===== src/rtl/alu_driver.sv =====
// rtl/alu_driver.sv - command/response sequencer that drives an external ALU and captures its result
//
// Parameters:
//   WIDTH  - operand/result width
//   SETTLE - cycles the operands sit on the ALU ports before the result is captured (1..15)
//
// Ports:
//   clk, rst_n                  - clock (rising edge), asynchronous active-low reset
//   cmd_valid/cmd_ready         - command handshake; cmd_a, cmd_b, cmd_op carry the command
//   alu_A, alu_B, alu_op        - registered drive to the ALU, held until the next legal command
//   alu_v_out, alu_z            - ALU result and zero flag
//   rsp_valid/rsp_ready         - response handshake; rsp_data, rsp_z, rsp_err carry the response
//   stat_cmds, stat_zero        - only with ALU_DRIVER_STATS_EN: accepted-command and zero-result counters
//
// Optional feature macro: ALU_DRIVER_STATS_EN
module alu_driver #(
    parameter int WIDTH  = 32,
    parameter int SETTLE = 2
) (
    input  logic             clk,
    input  logic             rst_n,
    input  logic             cmd_valid,
    output logic             cmd_ready,
    input  logic [WIDTH-1:0] cmd_a,
    input  logic [WIDTH-1:0] cmd_b,
    input  logic [2:0]       cmd_op,
    output logic [WIDTH-1:0] alu_A,
    output logic [WIDTH-1:0] alu_B,
    output logic [2:0]       alu_op,
    input  logic [WIDTH-1:0] alu_v_out,
    input  logic             alu_z,
    output logic             rsp_valid,
    input  logic             rsp_ready,
    output logic [WIDTH-1:0] rsp_data,
    output logic             rsp_z,
`ifdef ALU_DRIVER_STATS_EN
    output logic [15:0]      stat_cmds,
    output logic [15:0]      stat_zero,
`endif
    output logic             rsp_err
);

    typedef enum logic [1:0] {
        ST_IDLE   = 2'd0,
        ST_SETTLE = 2'd1,
        ST_RESP   = 2'd2
    } state_t;

    localparam logic [3:0] SETTLE_LOAD = 4'(SETTLE - 1);

    state_t           state_q, state_d;
    logic [3:0]       cnt_q, cnt_d;
    logic             illegal_q, illegal_d;
    logic [WIDTH-1:0] alu_a_q, alu_a_d;
    logic [WIDTH-1:0] alu_b_q, alu_b_d;
    logic [2:0]       alu_op_q, alu_op_d;
    logic [WIDTH-1:0] rsp_data_q, rsp_data_d;
    logic             rsp_z_q, rsp_z_d;
    logic             rsp_err_q, rsp_err_d;
    logic             accept;
    logic             capture;

    always_comb begin
        state_d    = state_q;
        cnt_d      = cnt_q;
        illegal_d  = illegal_q;
        alu_a_d    = alu_a_q;
        alu_b_d    = alu_b_q;
        alu_op_d   = alu_op_q;
        rsp_data_d = rsp_data_q;
        rsp_z_d    = rsp_z_q;
        rsp_err_d  = rsp_err_q;
        cmd_ready  = 1'b0;
        rsp_valid  = 1'b0;
        accept     = 1'b0;
        capture    = 1'b0;

        case (state_q)
            ST_IDLE: begin
                cmd_ready = 1'b1;
                if (cmd_valid) begin
                    accept  = 1'b1;
                    state_d = ST_SETTLE;
                    if (cmd_op <= 3'd5) begin
                        alu_a_d   = cmd_a;
                        alu_b_d   = cmd_b;
                        alu_op_d  = cmd_op;
                        cnt_d     = SETTLE_LOAD;
                        illegal_d = 1'b0;
                    end else begin
                        // Illegal op leaves the ALU drive untouched and skips the
                        // settle window: a zero count gives a one-cycle turnaround.
                        cnt_d     = 4'd0;
                        illegal_d = 1'b1;
                    end
                end
            end
            ST_SETTLE: begin
                if (cnt_q == 4'd0) begin
                    state_d = ST_RESP;
                    if (illegal_q) begin
                        rsp_data_d = '0;
                        rsp_z_d    = 1'b0;
                        rsp_err_d  = 1'b1;
                    end else begin
                        capture    = 1'b1;
                        rsp_data_d = alu_v_out;
                        rsp_z_d    = alu_z;
                        rsp_err_d  = 1'b0;
                    end
                end else begin
                    cnt_d = cnt_q - 4'd1;
                end
            end
            ST_RESP: begin
                rsp_valid = 1'b1;
                // Returning to IDLE (not accepting here) forces the one-cycle bubble.
                if (rsp_ready) begin
                    state_d = ST_IDLE;
                end
            end
            default: state_d = ST_IDLE;
        endcase
    end

    always_ff @(posedge clk or negedge rst_n) begin
        if (!rst_n) begin
            state_q    <= ST_IDLE;
            cnt_q      <= 4'd0;
            illegal_q  <= 1'b0;
            alu_a_q    <= '0;
            alu_b_q    <= '0;
            alu_op_q   <= 3'd0;
            rsp_data_q <= '0;
            rsp_z_q    <= 1'b0;
            rsp_err_q  <= 1'b0;
        end else begin
            state_q    <= state_d;
            cnt_q      <= cnt_d;
            illegal_q  <= illegal_d;
            alu_a_q    <= alu_a_d;
            alu_b_q    <= alu_b_d;
            alu_op_q   <= alu_op_d;
            rsp_data_q <= rsp_data_d;
            rsp_z_q    <= rsp_z_d;
            rsp_err_q  <= rsp_err_d;
        end
    end

`ifdef ALU_DRIVER_STATS_EN
    logic [15:0] stat_cmds_q, stat_zero_q;

    always_ff @(posedge clk or negedge rst_n) begin
        if (!rst_n) begin
            stat_cmds_q <= 16'd0;
            stat_zero_q <= 16'd0;
        end else begin
            if (accept) begin
                stat_cmds_q <= stat_cmds_q + 16'd1;
            end
            if (capture && alu_z) begin
                stat_zero_q <= stat_zero_q + 16'd1;
            end
        end
    end

    assign stat_cmds = stat_cmds_q;
    assign stat_zero = stat_zero_q;
`else
    // Keeps the strobes referenced when the counters are compiled out.
    logic unused_stats;
    assign unused_stats = accept ^ capture;
`endif

    assign alu_A    = alu_a_q;
    assign alu_B    = alu_b_q;
    assign alu_op   = alu_op_q;
    assign rsp_data = rsp_data_q;
    assign rsp_z    = rsp_z_q;
    assign rsp_err  = rsp_err_q;

endmodule

===== config.mk =====
export PLATFORM = sky130hd
export DESIGN_NAME = alu_driver
export DESIGN_NICKNAME = d
export VERILOG_FILES = /design/src/rtl/alu_driver.sv
export SDC_FILE = /design/constraint.sdc
export NUM_CORES = 1
export LEC_CHECK = 0
export BUFFER_PORTS_ARGS = -buffer_cell sky130_fd_sc_hd__buf_2
export CORE_UTILIZATION = 35
export DETAILED_ROUTE_END_ITERATION = 6
export PLACE_DENSITY = 0.74
export SYNTH_ARGS = -nofsm -noshare
export SYNTH_HDL_FRONTEND = slang
export SYNTH_SLANG_ARGS = --single-unit
export TNS_END_PERCENT = 20

===== constraint.sdc =====
create_clock -name clk -period 2.5 [get_ports clk]
set_clock_uncertainty 0.2 [all_clocks]
set_input_delay 0 -clock clk [delete_from_list [all_inputs] [get_ports clk]]
set_output_delay 0 -clock clk [all_outputs]
set_load 0.05 [all_outputs]

==> impl_metrics.yaml, run 1 <==
placement:
  place_area_sq_um: 5900
  io_buffers: 206
  gp_congestion: 0.778
  dpl.hpwl_mm: 7.67
grt:
  grt_use_total_pct: 18.0
  antenna_found_initial: 0
  grt_pass1_vias: 3885
  grt-ovfl-total: 0
  grt_max_degree: 54
  grt_pass1_wl_mm: 19.9
finish:
  design_area_sq_um: 7270
  diodes: 0
  synthToLayoutAreaGrowth_pct: 54.9
  finalNetCount: 712
  drive_above_1_share_pct: 51.4
  n_fill_cell: 1012
sta:
  finalSetupViolations: 0
  rsz0062_at_grt: "no"
  fmax_mhz: 473
  maxSlewViolCount: 0
  tns_ns: 0
  fin_crit_sh_pct: 84.6
  tightest_slew_ns: 0.711
  max-slew-margin-rel_pct: 52.5
  final.min_clock_period_ns: 2.11
  hold_viol_final: 0
detailed_routing:
  drt-initial-drc-count: 123
  drtAntennaViolNets: 0
  drt_pre_antenna_iters: 4
  via_count: 3582
  wirelength_mm: 12.2
  avgRoutedWirePerCell_um: 15.6
  via_per_inst: 4.57
  drc: 0
worst_setup_path:
  end_kind: "flip-flop"
  critPathTopFamily: "simple AND/OR/NAND/NOR gates"
  cpPeakStageDelay_ns: 0.40
  path_cells: "inv_1 -> ha_1 -> and4bb_4 -> nor2b_4 -> buf_12 -> mux2_1"
  worstSetupStartpointType: "flip-flop"
  cp_data_arrival_time_ns: 2.14
  cp_max_fo: 35
  crit_type: "flip-flop to flip-flop"
  cp.required_ns: 2.52
  reg2reg_slack_ns: 0.39
  crit_buf_inv: 2
  slowest_stage: "dfrtp_1"
clocking:
  clockBufferDepth: 2
  clkLatencyLatePin_ns: 0.34
  htreeDepth: 3
  cts_root_buf: "clkbuf_16"
  cts_tree: "done"
  clk_transition_reported_paths_ns: 0.07
  cts_made_buffers: 9
  cts_sinks: 108
yosys:
  seq_area_frac_synth_pct: 57.6
  yosysUniqueCellTypes: 29
  syn-cell-area_sq_um: 4690
  synth_edf_count: 0
  synthFlopType: "dfrtp_1"
  async_flop_share_pct: 100
  syn-num-nets: 400
  avgSynthCellArea_sq_um: 16.0
  netlist_instances: 294
  ys_ff_latch: 108
  ys_warn_count: 0
floorplanning:
  ios: 207
  core_area_sq_um: 12800
  initial_core_util_pct: 36.6
  die_h_um: 118
  dieArea_sq_um: 13900
  num_rows: 41
  die_w_um: 118
power:
  leakagePower_nw: 3.68
  power_density_nw_per_um2: 1510
  ir_drop_mv: 0.822
run:
  drv_cap: 0
outcome:
  outcome: "finished, final reports clean"
min_path:
  hold_class: "primary input to asynchronous set/reset pin"
cells by family (layout without fill, tap and decap cells):
group / count (synthesis) / after routing / share of synthesized area [%]
mux: 100 / 100 / 29.5
flops: 108 / 108 / 57.6
buf+inv: 20 / 337 / 3.79
compound gates: 12 / 12 / 1.63
simple gates: 52 / 52 / 6.98
fa+ha+maj: 2 / 2 / 0.533
Yosys cell counts (2+ instances only):
library cell / n / area (sq um)
a31oi_1: 2 / 12.5
buf_12: 3 / 60.1
buf_4: 2 / 15.0
buf_6: 6 / 67.6
clkbuf_1: 4 / 15.0
dfrtp_1: 108 / 2700
ha_1: 2 / 25.0
inv_1: 4 / 15.0
mux2_1: 15 / 169
mux2_2: 15 / 169
mux2_4: 69 / 1040
nand2_1: 2 / 7.51
nor2_1: 4 / 15.0
nor2b_1: 35 / 219
nor3_1: 3 / 15.0
o21ai_0: 6 / 30.0
o22a_1: 2 / 17.5
report_power, final:
group | leakage, nW | internal, mW | total (mW) | switching (mW)
registers | 1.30 | 2.63 | 3.19 | 0.559
clock network | 0.153 | 0.905 | 1.51 | 0.608
logic | 2.23 | 2.12 | 6.25 | 4.14
total | 3.68 | 5.65 | 11.0 | 5.30
metal layers:
metal	track usage (%)	vias up	share of wire, %
met5	0	-	0
met4	8.09	0	2.5
met3	3.10	24	4.9
met2	31.4	147	51
met1	21.8	1784	41
li1	-	1627	-
final timing paths:
path                                       start                 endpoint  cells past startpoint
max                         cnt_q[0]$_DFFE_PN0P_        rsp_z$_DFFE_PN0P_                      6
min                                        rst_n        rsp_z$_DFFE_PN0P_                      3
max reg2reg                 cnt_q[0]$_DFFE_PN0P_        rsp_z$_DFFE_PN0P_                      6
min reg2reg                alu_op[2]$_DFFE_PN0P_    alu_op[2]$_DFFE_PN0P_                      1
max in group asynchronous                  rst_n  rsp_data[3]$_DFFE_PN0P_                      3
min in group clk                       cmd_b[24]    alu_B[24]$_DFFE_PN0P_                      3
sequential cells by signal, indices dropped and copies added, names as in the netlist:
register	count
rsp_z	1
alu_op	3
rsp_data	32
illegal_q	1
state_q	2
rsp_err	1
cnt_q	4
alu_B	32
alu_A	32
layout make-up:
class / instances / area [sq um] / area share, %
repair buffers: 317 / 2190 / 30.2
flip-flops and latches: 108 / 2700 / 37.2
clock buffers: 12 / 246 / 3.39
clock inverters: 4 / 72.6 / 0.998
multi-input cells: 166 / 1830 / 25.1
well taps: 172 / 215 / 2.96
inverters: 4 / 15.0 / 0.207
repair_timing:
item                      in CTS  in global routing
setup buffers                  0                  0
resized for setup              0                  0
hold buffers                 105                  0
hold endpoints to repair     214                  0
through the flow:
step	hold WS [ns]	cells	total power, mW	util (%)	setup WS, ns
after floorplan	-0.496	294	7.96	-	0.416
after global placement	-0.318	662	9.13	46.0	0.494
after detailed placement	-0.316	662	9.29	46.0	0.406
after CTS	0.00872	783	11.0	56.7	0.385
after global routing	0.0439	783	11.4	56.7	0.300
final	0.0245	783	11.0	56.7	0.385
cell usage in the layout (no fill, tap or decap), types with 2 or more instances in the layout:
cell           netlist  layout
nand2_1              2       2
nor2b_1             35      35
buf_12               3       5
a31oi_1              2       2
mux2_4              69      69
bufinv_16            0       2
ha_1                 2       2
o22a_1               2       2
clkbuf_1             4       2
nor2_1               4       4
nor3_1               3       3
o21ai_0              6       6
buf_4                2       2
mux2_2              15      15
dfrtp_1            108     108
buf_2                1     205
clkbuf_16            0       9
inv_1                4       4
mux2_1              15      15
dlygate4sd3_1        0     105
worst min-delay path: cells and delay by family:
family,cells,cell delay [ns]
buffers and inverters,3,0.95
Note: power is estimated with default switching activity, not from simulation.
==> run 2, diff against run 1 <==
--- a/config.mk
+++ b/config.mk
@@ -8,7 +8,7 @@
 export BUFFER_PORTS_ARGS = -buffer_cell sky130_fd_sc_hd__buf_2
 export CORE_UTILIZATION = 35
 export DETAILED_ROUTE_END_ITERATION = 6
-export PLACE_DENSITY = 0.74
+export PLACE_DENSITY = 0.77
 export SYNTH_ARGS = -nofsm -noshare
 export SYNTH_HDL_FRONTEND = slang
 export SYNTH_SLANG_ARGS = --single-unit
==> constraint.sdc (replaced) <==
create_clock -name clk -period 1.8 [get_ports clk]
set_clock_uncertainty 0.2 [all_clocks]
set_input_delay 0 -clock clk [delete_from_list [all_inputs] [get_ports clk]]
set_output_delay 0 -clock clk [all_outputs]
set_load 0.05 [all_outputs]
==> run 2 against run 1 <==
Hold slack gained 0.17 ns. Critical path type unchanged. Global-route usage increased by 1.1 points. Register-to-register slack worse by 0.51 ns. Core utilization is 2.1 points higher. Highest routed layer unchanged. Sequential share of layout area down 1.3 points. The run now ends with setup timing left. Setup slack worse by 0.51 ns.
==> impl_metrics.yaml, run 2 (synthesis results as in run 1) <==
outcome:
  outcome: "finished, violations left"
  violations: "setup timing"
grt:
  grt_max_degree: 44
  grt-ovfl-total: 0
  grt_pass1_wl_mm: 20.7
  grt_pass1_vias: 4060
  grt_use_total_pct: 19.2
  antenna_found_initial: 2
floorplanning:
  die_h_um: 118
  core_area_sq_um: 12800
  initial_core_util_pct: 36.6
  die_w_um: 118
  ios: 207
  num_rows: 41
  dieArea_sq_um: 13900
sta:
  postLayoutSetupSlackWorst_ns: -0.128
  maxSlewViolCount: 0
  hold_viol_final: 0
  fin_crit_sh_pct: 107
  final.min_clock_period_ns: 1.93
  tns_ns: -3.74
  tightest_slew_ns: 0.430
  rsz0062_at_grt: "yes"
  hold_ws_ns: 0.199
  finalSetupViolations: 34
  max-slew-margin-rel_pct: 71.4
  fmax_mhz: 519
power:
  leakagePower_nw: 3.83
  power_density_nw_per_um2: 2070
  p_int_mw: 8.13
  p_clk_share_pct: 12.5
  p_total_mw: 15.6
  switchingPower_mw: 7.50
  switching_share_pct: 48.0
  seq_power_share_pct: 28.2
  combPwrFrac_pct: 59.2
  ir_drop_mv: 1.35
detailed_routing:
  drt-initial-drc-count: 110
  drc: 0
  via_count: 3702
  avgRoutedWirePerCell_um: 16.3
  drtAntennaViolNets: 0
  drt_pre_antenna_iters: 4
  wirelength_mm: 13.2
  via_per_inst: 4.58
worst_setup_path:
  end_kind: "flip-flop"
  cp.required_ns: 1.83
  critPathTopFamily: "buffers and inverters"
  cp_data_arrival_time_ns: 1.96
  cp_max_fo: 8
  crit_buf_inv: 3
  slowest_stage: "dfrtp_1"
  worstSetupStartpointType: "flip-flop"
  cpPeakStageDelay_ns: 0.39
  crit_type: "flip-flop to flip-flop"
  path_cells: "inv_2 -> ha_4 -> and4bb_4 -> nor2b_4 -> buf_12 -> clkbuf_16 -> mux2_4"
clocking:
  cts_made_buffers: 9
  htreeDepth: 3
  cts_sinks: 108
  cts_tree: "done"
  clockBufferDepth: 2
  cts_root_buf: "clkbuf_16"
  clk_transition_reported_paths_ns: 0.06
  clkLatencyLatePin_ns: 0.34
finish:
  final_common_cell: "buf_2"
  finalNetCount: 738
  most-common-layout-cells: "buf_2, dfrtp_1, dlygate4sd3_1, mux2_4, nor2b_1"
  design_area_sq_um: 7540
  fin_util_pct: 58.8
  drive_above_1_share_pct: 55.0
  n_fill_cell: 982
  synthToLayoutAreaGrowth_pct: 60.8
placement:
  io_buffers: 206
  gp_congestion: 0.786
  dpl.hpwl_mm: 8.30
  place_area_sq_um: 6080
min_path:
  hold_class: "primary input to flip-flop"
run:
  drv_cap: 0
run 2: layout make-up:
class                           instances  area (sq um)  area share, %
Tap cell                              172           215           2.85
Clock buffer                           12           256           3.40
Inverter                                4          15.0          0.199
Sequential cell                       108          2700           35.8
Timing Repair Buffer                  343          2450           32.4
Multi-Input combinational cell        166          1870           24.7
Antenna cell                            2          5.00         0.0663
Clock inverter                          2          35.0          0.464
run 2: worst paths after layout:
kind                                  startpoint                 endpoint  cells after the start  slack (ns)
hold reg to reg            alu_B[24]$_DFFE_PN0P_    alu_B[24]$_DFFE_PN0P_                      1        0.30
min in group asynchronous                  rst_n    alu_A[19]$_DFFE_PN0P_                      4        0.54
hold / removal                         cmd_b[27]    alu_B[27]$_DFFE_PN0P_                      3        0.20
setup reg to reg            cnt_q[1]$_DFFE_PN0P_  rsp_data[6]$_DFFE_PN0P_                      7       -0.13
max in group asynchronous                  rst_n    alu_A[25]$_DFFE_PN0P_                      4        0.22
setup / recovery            cnt_q[1]$_DFFE_PN0P_  rsp_data[6]$_DFFE_PN0P_                      7       -0.13
run 2: per-layer routing:
layer | GRT usage [%] | up-vias | wire, um
li1 | - | 1685 | -
met1 | 20.8 | 1850 | 5130
met2 | 34.4 | 135 | 6960
met3 | 4.26 | 32 | 644
met4 | 10.6 | 0 | 437
met5 | 0 | - | 0
run 2: repair_timing:
action                                 in CTS  in global routing
hold buffers                              105                  0
endpoints found under the hold margin     214                  0
gates cloned                                0                  2
setup buffers                               0                  4
resized for setup                           2                  6
setup endpoints to repair                  34                 69
run 2: power by group through the flow:
| stage | clock network [mW] | registers (mW) | logic (mW) |
|---|---|---|---|
| 6_report | 1.96 | 4.41 | 9.25 |
| 5_1_grt | 2.12 | 4.56 | 9.61 |
| 4_1_cts | 2.02 | 4.39 | 9.00 |
| 3_5_place_dp | 0 | 4.40 | 8.78 |
| 3_3_place_gp | 0 | 4.34 | 8.62 |
| 2_1_floorplan | 0 | 8.33 | 2.77 |
run 2: tightest hold or removal path: cells and delay by family:
family   cells  cell delay [ns]
mux          1             0.10
buf+inv      2             0.60
run 2: stage by stage:
stage,setup WS (ns),cells
after detailed placement,-0.114,682
after global placement,-0.0546,682
after floorplan,-0.0618,294
final,-0.128,809
after global routing,-0.168,809
after CTS,-0.127,801
==> run 3, diff against run 2 <==
--- a/config.mk
+++ b/config.mk
@@ -6,9 +6,10 @@
 export NUM_CORES = 1
 export LEC_CHECK = 0
 export BUFFER_PORTS_ARGS = -buffer_cell sky130_fd_sc_hd__buf_2
+export CORE_MARGIN = 4
 export CORE_UTILIZATION = 35
 export DETAILED_ROUTE_END_ITERATION = 6
-export PLACE_DENSITY = 0.77
+export PLACE_DENSITY = 0.74
 export SYNTH_ARGS = -nofsm -noshare
 export SYNTH_HDL_FRONTEND = slang
 export SYNTH_SLANG_ARGS = --single-unit
==> constraint.sdc (replaced) <==
create_clock -name clk -period 1.9 [get_ports clk]
set_clock_uncertainty 0.2 [all_clocks]
set_input_delay 0 -clock clk [delete_from_list [all_inputs] [get_ports clk]]
set_output_delay 0 -clock clk [all_outputs]
set_load 0.05 [all_outputs]
==> run 3 against run 2 <==
The flow still finishes with violations (setup timing). Routed wire length about the same. Die area increased by 10%. Sequential power decreased by 5.2%. Maximum frequency decreased by 0.74%. Setup slack improved by 0.086 ns. Critical path depth unchanged. Global-route usage decreased by 2.6 points. Clock power decreased by 7%. Largest power group unchanged.
==> impl_metrics.yaml, run 3 (synthesis results as in run 1) <==
sta:
  maxSlewViolCount: 0
  fmax_mhz: 515
  tightest_slew_ns: 0.565
  final.min_clock_period_ns: 1.94
  finalSetupViolations: 27
  fin_crit_sh_pct: 102
  hold_viol_final: 0
  postLayoutSetupSlackWorst_ns: -0.0426
  max-slew-margin-rel_pct: 62.4
  tns_ns: -0.626
  rsz0062_at_grt: "yes"
placement:
  place_area_sq_um: 6010
  gp_congestion: 0.851
  dp_slack_ns: -0.0831
  dpl.hpwl_mm: 8.21
  io_buffers: 206
detailed_routing:
  via_per_inst: 4.54
  drtAntennaViolNets: 0
  drt-initial-drc-count: 147
  wirelength_mm: 13.2
  drt_pre_antenna_iters: 4
  via_count: 3651
  drc: 0
  avgRoutedWirePerCell_um: 16.4
finish:
  finalNetCount: 729
  drive_above_1_share_pct: 54.1
  fin_util_pct: 56.6
  design_area_sq_um: 7470
  final_common_cell: "buf_2"
  most-common-layout-cells: "buf_2, dfrtp_1, dlygate4sd3_1, mux2_4, nor2b_1"
  diodes: 0
  synthToLayoutAreaGrowth_pct: 59.2
  n_fill_cell: 1023
grt:
  grt_pass1_wl_mm: 19.5
  grt_pass1_vias: 3942
  grt_max_degree: 109
  grt-ovfl-total: 0
  grt_use_total_pct: 16.6
  antenna_found_initial: 0
power:
  ir_drop_mv: 1.10
  power_density_nw_per_um2: 1970
  p_total_mw: 14.7
  leakagePower_nw: 3.78
clocking:
  htreeDepth: 3
  cts_root_buf: "clkbuf_16"
  clk_transition_reported_paths_ns: 0.07
  cts_sinks: 108
  clockBufferDepth: 2
  cts_tree: "done"
  clkLatencyLatePin_ns: 0.34
  cts_made_buffers: 9
floorplanning:
  ios: 207
  initial_core_util_pct: 35.6
  core_area_sq_um: 13200
  dieArea_sq_um: 15300
  die_h_um: 124
  num_rows: 42
  die_w_um: 124
worst_setup_path:
  cp_max_fo: 7
  r2r-start: "cnt_q[0]$_DFFE_PN0P_"
  r2r_end: "rsp_data[15]$_DFFE_PN0P_"
  cp_data_arrival_time_ns: 1.97
  rr_worst_depth: 7
  crit_type: "flip-flop to flip-flop"
  worstSetupStartpointType: "flip-flop"
  reg2reg_slack_ns: -0.04
  cp.required_ns: 1.93
  end_kind: "flip-flop"
outcome:
  outcome: "finished, violations left"
  violations: "setup timing"
min_path:
  hold_class: "primary input to asynchronous set/reset pin"
run:
  drv_cap: 0
## run 3: worst max-delay path, stage by stage (launching register included)
cell	delay (ns)
dfrtp_1	0.39
inv_2	0.09
ha_4	0.14
and4bb_4	0.23
nor2b_4	0.17
buf_12	0.15
clkbuf_16	0.16
mux2_4	0.29
## run 3: timing repair
item,4_1_cts,5_1_grt
pin swaps,1,1
cloned,1,1
endpoints found under the hold margin,214,0
setup buffers,3,2
resized for setup,8,2
endpoints found under the setup margin,34,34
hold buffers,103,0
## run 3: per-stage QoR
stage / cells / hold slack, ns
3_3_place_gp: 678 / -0.0894
3_5_place_dp: 678 / -0.0812
5_1_grt: 804 / 0.146
4_1_cts: 801 / 0.0872
2_1_floorplan: 294 / -0.496
6_report: 804 / 0.0883
## run 3: layer usage
metal | track usage [%] | share of wire (%) | up-vias
li1 | - | - | 1665
met1 | 18.6 | 38 | 1804
met2 | 29.8 | 52 | 152
met3 | 4.09 | 6.5 | 30
met4 | 7.20 | 2.8 | 0
met5 | 0 | 0 | -
## run 3: layout make-up
type	instances	area (sq um)	area share [%]
clock buffer	13	270	3.62
clock inverter	3	20.0	0.268
inverter	4	15.0	0.201
multi-input combinational	166	1850	24.8
sequential	108	2700	36.2
tap	176	220	2.95
timing repair buffer	334	2390	32.0
## run 3: how the worst max path moves through the flow
stage                          endpoint  slack (ns)            startpoint  cells past startpoint
3_3_place_gp   rsp_data[31]$_DFFE_PN0P_       -0.02  cnt_q[0]$_DFFE_PN0P_                      6
6_report       rsp_data[15]$_DFFE_PN0P_       -0.04  cnt_q[0]$_DFFE_PN0P_                      7
4_1_cts         rsp_data[9]$_DFFE_PN0P_       -0.04  cnt_q[1]$_DFFE_PN0P_                      7
2_1_floorplan  rsp_data[10]$_DFFE_PN0P_       -0.02  cnt_q[0]$_DFFE_PN0P_                      7
3_5_place_dp    rsp_data[1]$_DFFE_PN0P_       -0.08  cnt_q[0]$_DFFE_PN0P_                      6
5_1_grt         rsp_data[5]$_DFFE_PN0P_       -0.08  cnt_q[0]$_DFFE_PN0P_                      7
## run 3: power by group
group	total (mW)	internal, mW	switching [mW]	leakage, nW
Sequential	4.18	3.46	0.718	1.30
Combinational	8.73	3.14	5.59	2.35
Clock	1.82	0.996	0.822	0.138
Total	14.7	7.59	7.13	3.78
